`src/rtl/jugador_disparo_if.sv`:
```
`default_nettype none
// ============================================================================
// Module      : jugador_disparo_if
// Description : Board, shot-request and shot-result bundle between the game
//               FSM / display path and the player-shot resolver.
// Revision    : 1.0 - initial release
// ============================================================================
interface jugador_disparo_if #(
    parameter int ROWS    = 5,
    parameter int COLS    = 5,
    parameter int COORD_W = 3,
    parameter int CNT_W   = 5
);
    logic [ROWS-1:0][COLS-1:0][2:0] pc_board;
    logic [2:0]                     estado;
    logic                           turno;
    logic                           disparo;
    logic [COORD_W-1:0]             x;
    logic [COORD_W-1:0]             y;
    logic [ROWS-1:0][COLS-1:0][2:0] updated_pc_board;
    logic                           hecho;
    logic                           acierto;
    logic                           fallo;
    logic                           invalido;
    logic                           turno_fin;
    logic [CNT_W-1:0]               barcos_restantes;
    logic                           flota_hundida;

    modport master (
        output pc_board, estado, turno, disparo, x, y,
        input  updated_pc_board, hecho, acierto, fallo, invalido,
               turno_fin, barcos_restantes, flota_hundida
    );

    modport slave (
        input  pc_board, estado, turno, disparo, x, y,
        output updated_pc_board, hecho, acierto, fallo, invalido,
               turno_fin, barcos_restantes, flota_hundida
    );
endinterface
`default_nettype wire

```
`src/rtl/jugador_disparo.sv`:
```
`default_nettype none
// ============================================================================
// Module      : jugador_disparo
// Description : Player-shot resolver: loads the PC board, resolves one shot
//               per rising edge of disparo, marks hit/miss, counts ship cells.
//               Optional macro JUGADOR_RECHAZO_REPETIDO_EN rejects repeat shots.
// Revision    : 1.0 - initial release
// ============================================================================
module jugador_disparo #(
    parameter int ROWS    = 5,
    parameter int COLS    = 5,
    parameter int COORD_W = 3,
    parameter int CNT_W   = 5
) (
    input wire clk,
    input wire reset,
    jugador_disparo_if.slave bus
);
    typedef enum logic [1:0] {
        S_IDLE  = 2'd0,
        S_CHECK = 2'd1,
        S_APPLY = 2'd2,
        S_DONE  = 2'd3
    } state_t;

    localparam logic [2:0] c_cell_water = 3'b001;
    localparam logic [2:0] c_cell_ship  = 3'b010;
    localparam logic [2:0] c_cell_hit   = 3'b011;
    localparam logic [2:0] c_cell_miss  = 3'b100;
    localparam logic [2:0] c_est_load   = 3'b000;
    localparam logic [2:0] c_est_shoot  = 3'b010;
    localparam logic [1:0] c_res_hit    = 2'd0;
    localparam logic [1:0] c_res_miss   = 2'd1;
    localparam logic [1:0] c_res_inval  = 2'd2;

    state_t                         r_state;
    state_t                         w_next_state;
    logic [ROWS-1:0][COLS-1:0][2:0] r_board;
    logic [CNT_W-1:0]               r_cnt;
    logic                           r_cargado;
    logic                           r_disparo_q;
    logic [COORD_W-1:0]             r_x;
    logic [COORD_W-1:0]             r_y;
    logic [1:0]                     r_res;
    logic                           r_wr;

    logic                           w_load;
    logic                           w_accept;
    logic                           w_in_range;
    logic [2:0]                     w_target;
    logic [CNT_W-1:0]               w_ships;
    logic [1:0]                     w_res;
    logic                           w_wr;
    logic                           w_hecho;
    logic                           w_acierto;
    logic                           w_fallo;
    logic                           w_invalido;
    logic                           w_turno_fin;

    assign w_load   = (r_state == S_IDLE) && (bus.estado == c_est_load);
    assign w_accept = (r_state == S_IDLE) && (bus.estado == c_est_shoot) &&
                      bus.turno && bus.disparo && !r_disparo_q;
    assign w_in_range = (32'(r_x) < ROWS) && (32'(r_y) < COLS);

    // Cell lookup by comparison so out-of-range coordinates never index the array
    always_comb begin
        w_target = '0;
        w_ships  = '0;
        for (int r = 0; r < ROWS; r++) begin
            for (int c = 0; c < COLS; c++) begin
                if (r_x == COORD_W'(r) && r_y == COORD_W'(c))
                    w_target = r_board[r][c];
                if (bus.pc_board[r][c] == c_cell_ship)
                    w_ships = w_ships + CNT_W'(1);
            end
        end
    end

    always_comb begin
        w_res = c_res_inval;
        w_wr  = 1'b0;
        if (w_in_range) begin
            case (w_target)
                c_cell_ship: begin
                    w_res = c_res_hit;
                    w_wr  = 1'b1;
                end
                c_cell_hit, c_cell_miss: begin
`ifdef JUGADOR_RECHAZO_REPETIDO_EN
                    w_res = c_res_inval;
`else
                    w_res = c_res_miss;
`endif
                    w_wr  = 1'b0;
                end
                default: begin
                    w_res = c_res_miss;
                    w_wr  = 1'b1;
                end
            endcase
        end
    end

    always_ff @(posedge clk or posedge reset) begin
        if (reset) r_state <= S_IDLE;
        else       r_state <= w_next_state;
    end

    always_comb begin
        w_next_state = r_state;
        w_hecho      = 1'b0;
        w_acierto    = 1'b0;
        w_fallo      = 1'b0;
        w_invalido   = 1'b0;
        w_turno_fin  = 1'b0;
        case (r_state)
            S_IDLE:  if (w_accept) w_next_state = S_CHECK;
            S_CHECK: w_next_state = S_APPLY;
            S_APPLY: w_next_state = S_DONE;
            S_DONE: begin
                w_next_state = S_IDLE;
                w_hecho      = 1'b1;
                w_acierto    = (r_res == c_res_hit);
                w_fallo      = (r_res == c_res_miss);
                w_invalido   = (r_res == c_res_inval);
                w_turno_fin  = (r_res != c_res_inval);
            end
            default: w_next_state = S_IDLE;
        endcase
    end

    always_ff @(posedge clk or posedge reset) begin
        if (reset) begin
            r_board     <= '0;
            r_cnt       <= '0;
            r_cargado   <= 1'b0;
            r_disparo_q <= 1'b0;
            r_x         <= '0;
            r_y         <= '0;
            r_res       <= c_res_inval;
            r_wr        <= 1'b0;
        end else begin
            r_disparo_q <= bus.disparo;
            if (w_accept) begin
                r_x <= bus.x;
                r_y <= bus.y;
            end
            if (w_load) begin
                r_board   <= bus.pc_board;
                r_cnt     <= w_ships;
                r_cargado <= 1'b1;
            end
            if (r_state == S_CHECK) begin
                r_res <= w_res;
                r_wr  <= w_wr;
            end
            if (r_state == S_APPLY && r_wr) begin
                for (int r = 0; r < ROWS; r++) begin
                    for (int c = 0; c < COLS; c++) begin
                        if (r_x == COORD_W'(r) && r_y == COORD_W'(c))
                            r_board[r][c] <= (r_res == c_res_hit) ? c_cell_hit : c_cell_miss;
                    end
                end
                if (r_res == c_res_hit && r_cnt != '0)
                    r_cnt <= r_cnt - CNT_W'(1);
            end
        end
    end

    assign bus.updated_pc_board = r_board;
    assign bus.barcos_restantes = r_cnt;
    assign bus.flota_hundida    = r_cargado && (r_cnt == '0);
    assign bus.hecho            = w_hecho;
    assign bus.acierto          = w_acierto;
    assign bus.fallo            = w_fallo;
    assign bus.invalido         = w_invalido;
    assign bus.turno_fin        = w_turno_fin;

    // Water code is referenced only for documentation of the cell alphabet
    logic w_unused;
    assign w_unused = ^c_cell_water;
endmodule
`default_nettype wire
```
`src/flat_wrapper.sv`:
```
// flat-port wrapper written by rule: the top's interface ports become plain ports
module jugador_disparo_flat 
#(
    parameter int ROWS    = 5,
    parameter int COLS    = 5,
    parameter int COORD_W = 3,
    parameter int CNT_W   = 5
)
  (clk, reset, bus_pc_board, bus_estado, bus_turno, bus_disparo, bus_x, bus_y, bus_updated_pc_board, bus_hecho, bus_acierto, bus_fallo, bus_invalido, bus_turno_fin, bus_barcos_restantes, bus_flota_hundida);
  jugador_disparo_if #(.ROWS(ROWS), .COLS(COLS), .COORD_W(COORD_W), .CNT_W(CNT_W)) bus_i ();
  input wire clk;
  input wire reset;
  input wire logic [$bits(bus_i.pc_board)-1:0] bus_pc_board;
  input wire logic [$bits(bus_i.estado)-1:0] bus_estado;
  input wire logic [$bits(bus_i.turno)-1:0] bus_turno;
  input wire logic [$bits(bus_i.disparo)-1:0] bus_disparo;
  input wire logic [$bits(bus_i.x)-1:0] bus_x;
  input wire logic [$bits(bus_i.y)-1:0] bus_y;
  output wire logic [$bits(bus_i.updated_pc_board)-1:0] bus_updated_pc_board;
  output wire logic [$bits(bus_i.hecho)-1:0] bus_hecho;
  output wire logic [$bits(bus_i.acierto)-1:0] bus_acierto;
  output wire logic [$bits(bus_i.fallo)-1:0] bus_fallo;
  output wire logic [$bits(bus_i.invalido)-1:0] bus_invalido;
  output wire logic [$bits(bus_i.turno_fin)-1:0] bus_turno_fin;
  output wire logic [$bits(bus_i.barcos_restantes)-1:0] bus_barcos_restantes;
  output wire logic [$bits(bus_i.flota_hundida)-1:0] bus_flota_hundida;
  assign bus_i.pc_board = bus_pc_board;
  assign bus_i.estado = bus_estado;
  assign bus_i.turno = bus_turno;
  assign bus_i.disparo = bus_disparo;
  assign bus_i.x = bus_x;
  assign bus_i.y = bus_y;
  assign bus_updated_pc_board = bus_i.updated_pc_board;
  assign bus_hecho = bus_i.hecho;
  assign bus_acierto = bus_i.acierto;
  assign bus_fallo = bus_i.fallo;
  assign bus_invalido = bus_i.invalido;
  assign bus_turno_fin = bus_i.turno_fin;
  assign bus_barcos_restantes = bus_i.barcos_restantes;
  assign bus_flota_hundida = bus_i.flota_hundida;
  jugador_disparo #(.ROWS(ROWS), .COLS(COLS), .COORD_W(COORD_W), .CNT_W(CNT_W)) u_core (.clk(clk), .reset(reset), .bus(bus_i));
endmodule
```
`config.mk`:
```
export PLATFORM = sky130hd
export DESIGN_NAME = jugador_disparo_flat
export DESIGN_NICKNAME = d
export VERILOG_FILES = /design/src/rtl/jugador_disparo_if.sv /design/src/rtl/jugador_disparo.sv /design/src/flat_wrapper.sv
export SDC_FILE = /design/constraint.sdc
export NUM_CORES = 1
export LEC_CHECK = 0
export BUFFER_PORTS_ARGS = -buffer_cell sky130_fd_sc_hd__buf_2
export CAP_MARGIN = 0
export CORE_MARGIN = 2
export CORE_UTILIZATION = 52
export DETAILED_ROUTE_END_ITERATION = 6
export PLACE_DENSITY = 0.86
export SLEW_MARGIN = 10
export SYNTH_ARGS = -nofsm -noshare
export SYNTH_HDL_FRONTEND = slang
export SYNTH_SLANG_ARGS = --single-unit
```
`constraint.sdc`:
```
create_clock -name clk -period 2.8 [get_ports clk]
set_input_delay 0.14 -clock clk [delete_from_list [all_inputs] [get_ports clk]]
set_output_delay 0.14 -clock clk [all_outputs]
set_load 0.005 [all_outputs]
```
## Word level (Yosys, flattened, before mapping)

Index checks and enable logic that the tools add are counted.

| word-level totals | value |
|---|---|
| ROM bits | 0 |
| logic and storage cells | 239 |
| bits of input ports | 88 |
| RAM bits | 0 |
| flip-flop bits (word level) | 93 |
| output and inout bits | 86 |
| latch bits | 0 |
| memories | 0 |

| cells by class | value |
|---|---|
| add/sub/neg operators | 25 |
| shifts and indexed selects | 0 |
| multiply operators | 0 |
| equal/unequal tests | 44 |
| reduce and logical (&&, ||, !) cells | 43 |
| muxes and demuxes | 92 |
| divide/modulo/power cells | 0 |
| bitwise operators | 0 |
| order comparisons | 2 |

Operator list:

| kind | number |
|---|---|
| 3-bit 2-to-1 mux | 51 |
| 75-bit 2-to-1 mux | 2 |
| 5-bit 2-to-1 mux | 27 |
| 5-bit by 1-bit adder with 5-bit output (second input constant) | 23 |
| 3-bit by 2-bit == test with 1-bit output (second input constant) | 32 |
| 1-bit logical AND | 34 |
| 3-bit == test (second input constant) | 3 |
| 3-bit zero test | 3 |
| 1-bit 2-to-1 mux | 9 |
| 2-bit one-hot mux with 4 select lines | 1 |
| 2-bit == test (second input constant) | 3 |
| 3-bit by 1-bit == test with 1-bit output (second input constant) | 2 |
| 3-bit < comparator (second input constant) | 2 |
| 5-bit zero test | 1 |
| 5-bit nonzero test | 1 |
| 5-bit by 1-bit subtractor with 5-bit output (second input constant) | 1 |
| 2-bit by 1-bit == test with 1-bit output (second input constant) | 2 |
| 2-bit zero test | 2 |
| 2-bit 2-to-1 mux | 2 |
| 1-bit by 1-bit adder with 2-bit output (second input constant) | 1 |
| 2-bit by 1-bit inequality test with 1-bit output (second input constant) | 1 |
| 2-bit inequality test (second input constant) | 1 |
| 2-bit OR reduction | 1 |
| 1-bit zero test | 1 |

## Logic depth before layout (Yosys ltp)

| depth | value |
|---|---|
| depth after elaboration | 53 |
| depth in mapped cells | 71 |
| depth with buffers taken out | 69 |

## Worst setup path after synthesis

Ideal clock, no wire load.

| timing | value |
|---|---|
| path type | input to register |
| start point | input bus_pc_board[3] |
| end point | register u_core.r_cnt[4] (netlist: u_core.bus.barcos_restantes[4]) |
| slack | -8814 ps |
| setup time | 127 ps |
| stages | 66 |
| data arrival time | 11488 ps |
| buffers on the path | 2 |
| required time | 2673 ps |
| path through | or3b_1 clkbuf_1 inv_1 ha_1 xnor2_2 inv_1 ha_1 inv_1 xnor2_1 mux2i_1 xnor2_1 a21oi_1 ha_1 inv_1 mux2_2 a21oi_1 nand2b_1 a21oi_1 [... 30 more ...] mux2i_1 inv_1 nor2_1 a21oi_1 ha_1 a221oi_1 o21ai_0 xor2_1 mux2_2 ha_1 nand2_1 o21ai_0 ha_1 nand2_1 a21oi_1 o221ai_1 xnor2_1 o21ai_1 |

| between the ends | value |
|---|---|
| longest elaborated chain between the ends | 51 |

Ends and longest elaborated chain:

| what | line | text |
|---|---|---|
| from (decl) | flat_wrapper.sv:13 | `input wire logic [$bits(bus_i.pc_board)-1:0] bus_pc_board;` |
| 3-bit by 2-bit == test with 1-bit output (*) | jugador_disparo.sv:73 | `if (bus.pc_board[r][c] == c_cell_ship)` |
| 5-bit 2-to-1 mux (*) | jugador_disparo.sv:73 |  |
| 5-bit by 1-bit adder with 5-bit output | jugador_disparo.sv:74 | `w_ships = w_ships + CNT_W'(1);` |
| 5-bit 2-to-1 mux (*) | jugador_disparo.sv:73 |  |
| 5-bit by 1-bit adder with 5-bit output | jugador_disparo.sv:74 |  |
| 5-bit 2-to-1 mux (*) | jugador_disparo.sv:73 |  |
| 5-bit by 1-bit adder with 5-bit output | jugador_disparo.sv:74 |  |
| 5-bit 2-to-1 mux (*) | jugador_disparo.sv:73 |  |
| [... 35 more ...] | - |  |
| 5-bit 2-to-1 mux (*) | jugador_disparo.sv:73 |  |
| 5-bit by 1-bit adder with 5-bit output | jugador_disparo.sv:74 |  |
| 5-bit 2-to-1 mux (*) | jugador_disparo.sv:73 |  |
| 5-bit by 1-bit adder with 5-bit output | jugador_disparo.sv:74 |  |
| 5-bit 2-to-1 mux (*) | jugador_disparo.sv:73 |  |
| 5-bit 2-to-1 mux (*) | jugador_disparo.sv:148 | `if (w_load) begin` |
| 5-bit 2-to-1 mux | jugador_disparo.sv:164 | `if (r_res == c_res_hit && r_cnt != '0)` |
| 5-bit 2-to-1 mux (*) | jugador_disparo.sv:157 | `if (r_state == S_APPLY && r_wr) begin` |
| to (signal assigned) | jugador_disparo.sv:150 | `r_cnt <= w_ships;` |
| to (signal assigned) | jugador_disparo.sv:165 | `r_cnt <= r_cnt - CNT_W'(1);` |
| to (decl) | jugador_disparo.sv:39 | `logic [CNT_W-1:0] r_cnt;` |

Every way passes the cells marked *; elsewhere a longest branch is shown, timed or not.
A chain may end at the register's enable or synchronous reset.

## Final worst setup path

| timing | value |
|---|---|
| start point | input bus_pc_board[4] |
| end point | register u_core.r_cnt[4] (netlist: u_core.bus.barcos_restantes[4]) |

The elaborated chain is that of the path after synthesis.

==> impl_metrics.tcl <==
set metrics [dict create \
    synthTopCellsByArea "sky130_fd_sc_hd__dfrtp_1 (25%), sky130_fd_sc_hd__nand2_1 (11%), sky130_fd_sc_hd__xnor2_1 (6.5%)" \
    synth-compound-area-share 0.203 \
    drc 1 \
    crit_type "in2reg" \
    worst_pin_slew_ns 0.828 \
    global_route.overflow_total 0 \
    synth_cell_type_count 93 \
    placement_rows 48 \
    power_per_cell_area_mw_per_mm2 895 \
    postSynth.topFlopCell "sky130_fd_sc_hd__dfrtp_1" \
    run_status "finished with violations" \
    flow.area_growth_from_synthesis_pct 51.5 \
    irDropWorstVdd_mv 0.643 \
    synthXorXnorAreaFrac 0.141 \
    synth_seq_cells 93 \
    period_minus_slack_ns 11.33 \
    swShare 0.438 \
    cts_root_buf "sky130_fd_sc_hd__clkbuf_16" \
    post_synth_fa_ha_maj_area_fraction 0.0415 \
    synth_enable_flop_cells 0 \
    crit_top_cell "sky130_fd_sc_hd__ha_4" \
    critical_path.slowest_cell "sky130_fd_sc_hd__or4bb_4" \
    fin_worst_hold_slack_ns 0.0142 \
    yosys_warnings 0 \
    skew_ns 0.00753 \
    global_route_wire_length_before_repair_um 54000 \
    pwr-share-comb 0.651 \
    drt-initial-drc-count 1175 \
    synth_area_per_cell_um2 7.88 \
    vias_in_the_first_global_route 11000 \
    p_int_mw 6.89 \
    async_flop_share 1.00 \
    seq_area_frac_synth 0.258 \
    p_seq_frac 0.231 \
    cp.required_ns 3.04 \
    reg2reg_depth 15 \
    critical_path.endpoint_type "register" \
    detailedRoute.firstPassIterationCount 7 \
    synth_top_family_by_area "simple AND/OR/NAND/NOR gates" \
    drv.max_cap_violation_count 0 \
    pin_count_of_the_biggest_net_entering_global_routing 55 \
    mux_cell_area_share_after_synthesis 0.0418 \
    power.switching_mw 5.37 \
    timing.fmax_ghz 0.0883 \
    synthesis.instances 1147 \
    critical_path_peak_fanout 4 \
    hold_path_depth 3 \
    cts_inserted_buffers 9 \
    timing.final.hold_violations 0 \
    cts_max_path_buffers 2 \
    ios 174 \
    failed_checks "DRC, setup timing" \
    fin_total_pwr_mw 12.3 \
    postLayoutSetupSlackWorst_ns -8.53 \
    finalCoreUtilization 0.798 \
    minimum_setup_slack_among_reg_to_reg_paths_ns -0.26 \
    antenna_cells_inserted 0 \
    final_layout_size_suffix_gt1_frac 0.440 \
    grt_setup_unrepaired "true" \
    postSynthNetCount 1265 \
    fin_tns_setup_ns -35.75 \
    synthTopCellsByCount "sky130_fd_sc_hd__nand2_1 (275), sky130_fd_sc_hd__nor2_1 (101), sky130_fd_sc_hd__dfrtp_1 (92), sky130_fd_sc_hd__xnor2_1 (67), sky130_fd_sc_hd__a31oi_1 (65)" \
    place.detailed.hpwl_um 25700 \
    min-delay-path-class "in2reg" \
    via_total_after_detailed_routing 11300 \
    clk-insertion-delay-late_ns 0.36 \
    final-max-slew-violation-count 0 \
    initial_antenna_violation_count 1 \
    final_net_count 1741 \
    io_buffers 173 \
    synth_largest_type_area_fraction 0.255 \
    gpl.final_weighted_congestion 0.962 \
    cts_num_sinks 93 \
    cp_data_arrival_time_ns 11.57 \
    critical-path-max-stage-delay_ns 0.45 \
    die_height_um 136 \
    final.fill_count 1054 \
    place_ws_ns -8.70 \
    synthDominantAreaCellType "sky130_fd_sc_hd__dfrtp_1" \
    start_util 0.526 \
    crit_path_start_kind "input port" \
    finish.cell_count_without_fillers 1853 \
    post-route-period-util 4.05 \
    totalWireLength_um 35900 \
    post_drt_via_cell_ratio 6.11 \
    p_leak_nw 6.55 \
    synth_area_mm2 0.00904 \
    routed_wire_length_per_instance_um 19.4 \
    clock_power_share 0.118 \
    count_of_endpoints_failing_setup_in_the_final_report 7 \
    cts-htree-levels 3 \
    die_area_mm2 0.0185 \
    placed_cell_area_mm2 0.0126 \
    place_inst 1804 \
    share_of_synthesized_cell_area_in_and_or_nand_and_nor_gates 0.282 \
    ant_nets 0 \
    groute.usage.overall 0.372 \
    clk_pin_slew_ns 0.07 \
    slew_headroom 0.447 \
    cts_tree "yes" \
    floorplan.core_area_mm2 0.0172 \
    post-route-cell-area_mm2 0.0137 \
    die_w_um 136 \
    synth_most_common_cell "sky130_fd_sc_hd__nand2_1" \
]
[worst paths after layout]
kind,start,to
worst min-delay path,bus_y[2],u_core.r_y[2]$_DFFE_PP0P_
worst min register to register,u_core.r_cargado$_DFFE_PP0P_,u_core.r_cargado$_DFFE_PP0P_
worst max-delay path,bus_pc_board[4],u_core.bus.barcos_restantes[4]$_DFF_PP0_
max in group asynchronous,reset,u_core.r_res[1]$_DFFE_PP1N_
worst max register to register,u_core.r_y[0]$_DFFE_PP0P_,u_core.r_wr$_DFFE_PP0N_
min in group asynchronous,reset,u_core.r_state[0]$_DFFE_PP0P_
[cell type report]
type / count / area [um^2] / area share
Clock buffer: 11 / 233 / 0.0170
Clock inverter: 5 / 108 / 0.00785
Inverter: 27 / 113 / 0.00822
Multi-Input combinational cell: 978 / 7140 / 0.521
Sequential cell: 93 / 2330 / 0.170
Tap cell: 225 / 282 / 0.0205
Timing Repair Buffer: 514 / 3500 / 0.255
[flip-flops by register name (all words and copies together) (netlist names)]
name                         count
u_core.r_cargado                 1
u_core.r_x                       3
u_core.r_disparo_q               1
u_core.r_wr                      1
u_core.r_res                     2
u_core.r_y                       3
u_core.r_state                   2
u_core.bus.updated_pc_board     75
u_core.bus.barcos_restantes      5
[cell families after synthesis]
kind of cell             Yosys count
adder cells (fa/ha/maj)           30
buffers and inverters             76
multiplexers                      35
AO/OA/AOI/OAI                    273
flip-flops                        93
XOR/XNOR                         106
AND/OR/NAND/NOR                  534
[per-layer routing]
metal / up-vias / GRT usage / wire (um)
met1: 5296 / 0.447 / 13300
met3: 206 / 0.0749 / 3290
li1: 5048 / - / -
met4: 2 / 0.183 / 2080
met5: - / 0 / 44
met2: 769 / 0.637 / 17200
[what timing repair did]
| item | CTS | global route |
|---|---|---|
| endpoints found under the hold margin | 41 | 0 |
| hold buffers | 3 | 0 |
| resized for setup | 44 | 64 |
| pin swaps | 43 | 64 |
| setup endpoints to repair | 7 | 7 |
| buffers inserted | 20 | 11 |
[power groups by stage]
stage | sequential (mW) | combinational (mW) | clock [mW]
after floorplan | 2.49 | 3.88 | 0
after global placement | 2.75 | 6.55 | 0
after detailed placement | 2.77 | 6.82 | 0
after CTS | 2.76 | 7.28 | 1.43
after global routing | 2.85 | 8.55 | 1.49
final | 2.83 | 7.98 | 1.45
[placed cells by master (no fill, tap or decap), types with 13 or more instances in the layout]
cell and instances:
sky130_fd_sc_hd__a21oi_1 29, sky130_fd_sc_hd__ha_4 13, sky130_fd_sc_hd__buf_4 331, sky130_fd_sc_hd__inv_1 19, sky130_fd_sc_hd__ha_1 16, sky130_fd_sc_hd__nor3_1 24
sky130_fd_sc_hd__nor2_1 84, sky130_fd_sc_hd__nor3b_1 18, sky130_fd_sc_hd__or3b_2 16, sky130_fd_sc_hd__nand3_1 23, sky130_fd_sc_hd__nand2_1 268, sky130_fd_sc_hd__dfrtp_1 90
sky130_fd_sc_hd__xnor2_2 14, sky130_fd_sc_hd__xnor2_1 58, sky130_fd_sc_hd__a31oi_1 64, sky130_fd_sc_hd__buf_2 171, sky130_fd_sc_hd__mux2i_1 19, sky130_fd_sc_hd__a21o_1 27
sky130_fd_sc_hd__o21ai_0 37
[worst max-delay path: cells and delay by family]
kind | cells | cell delay, ns
muxes | 4 | 1.01
xor gates and xnor gates | 10 | 1.68
AOI/OAI and AO/OA | 18 | 2.71
and+or+nand+nor | 15 | 2.24
buffers and inverters | 4 | 0.44
adders and majority gates | 12 | 3.35
Power figures use the tool's default switching activity.
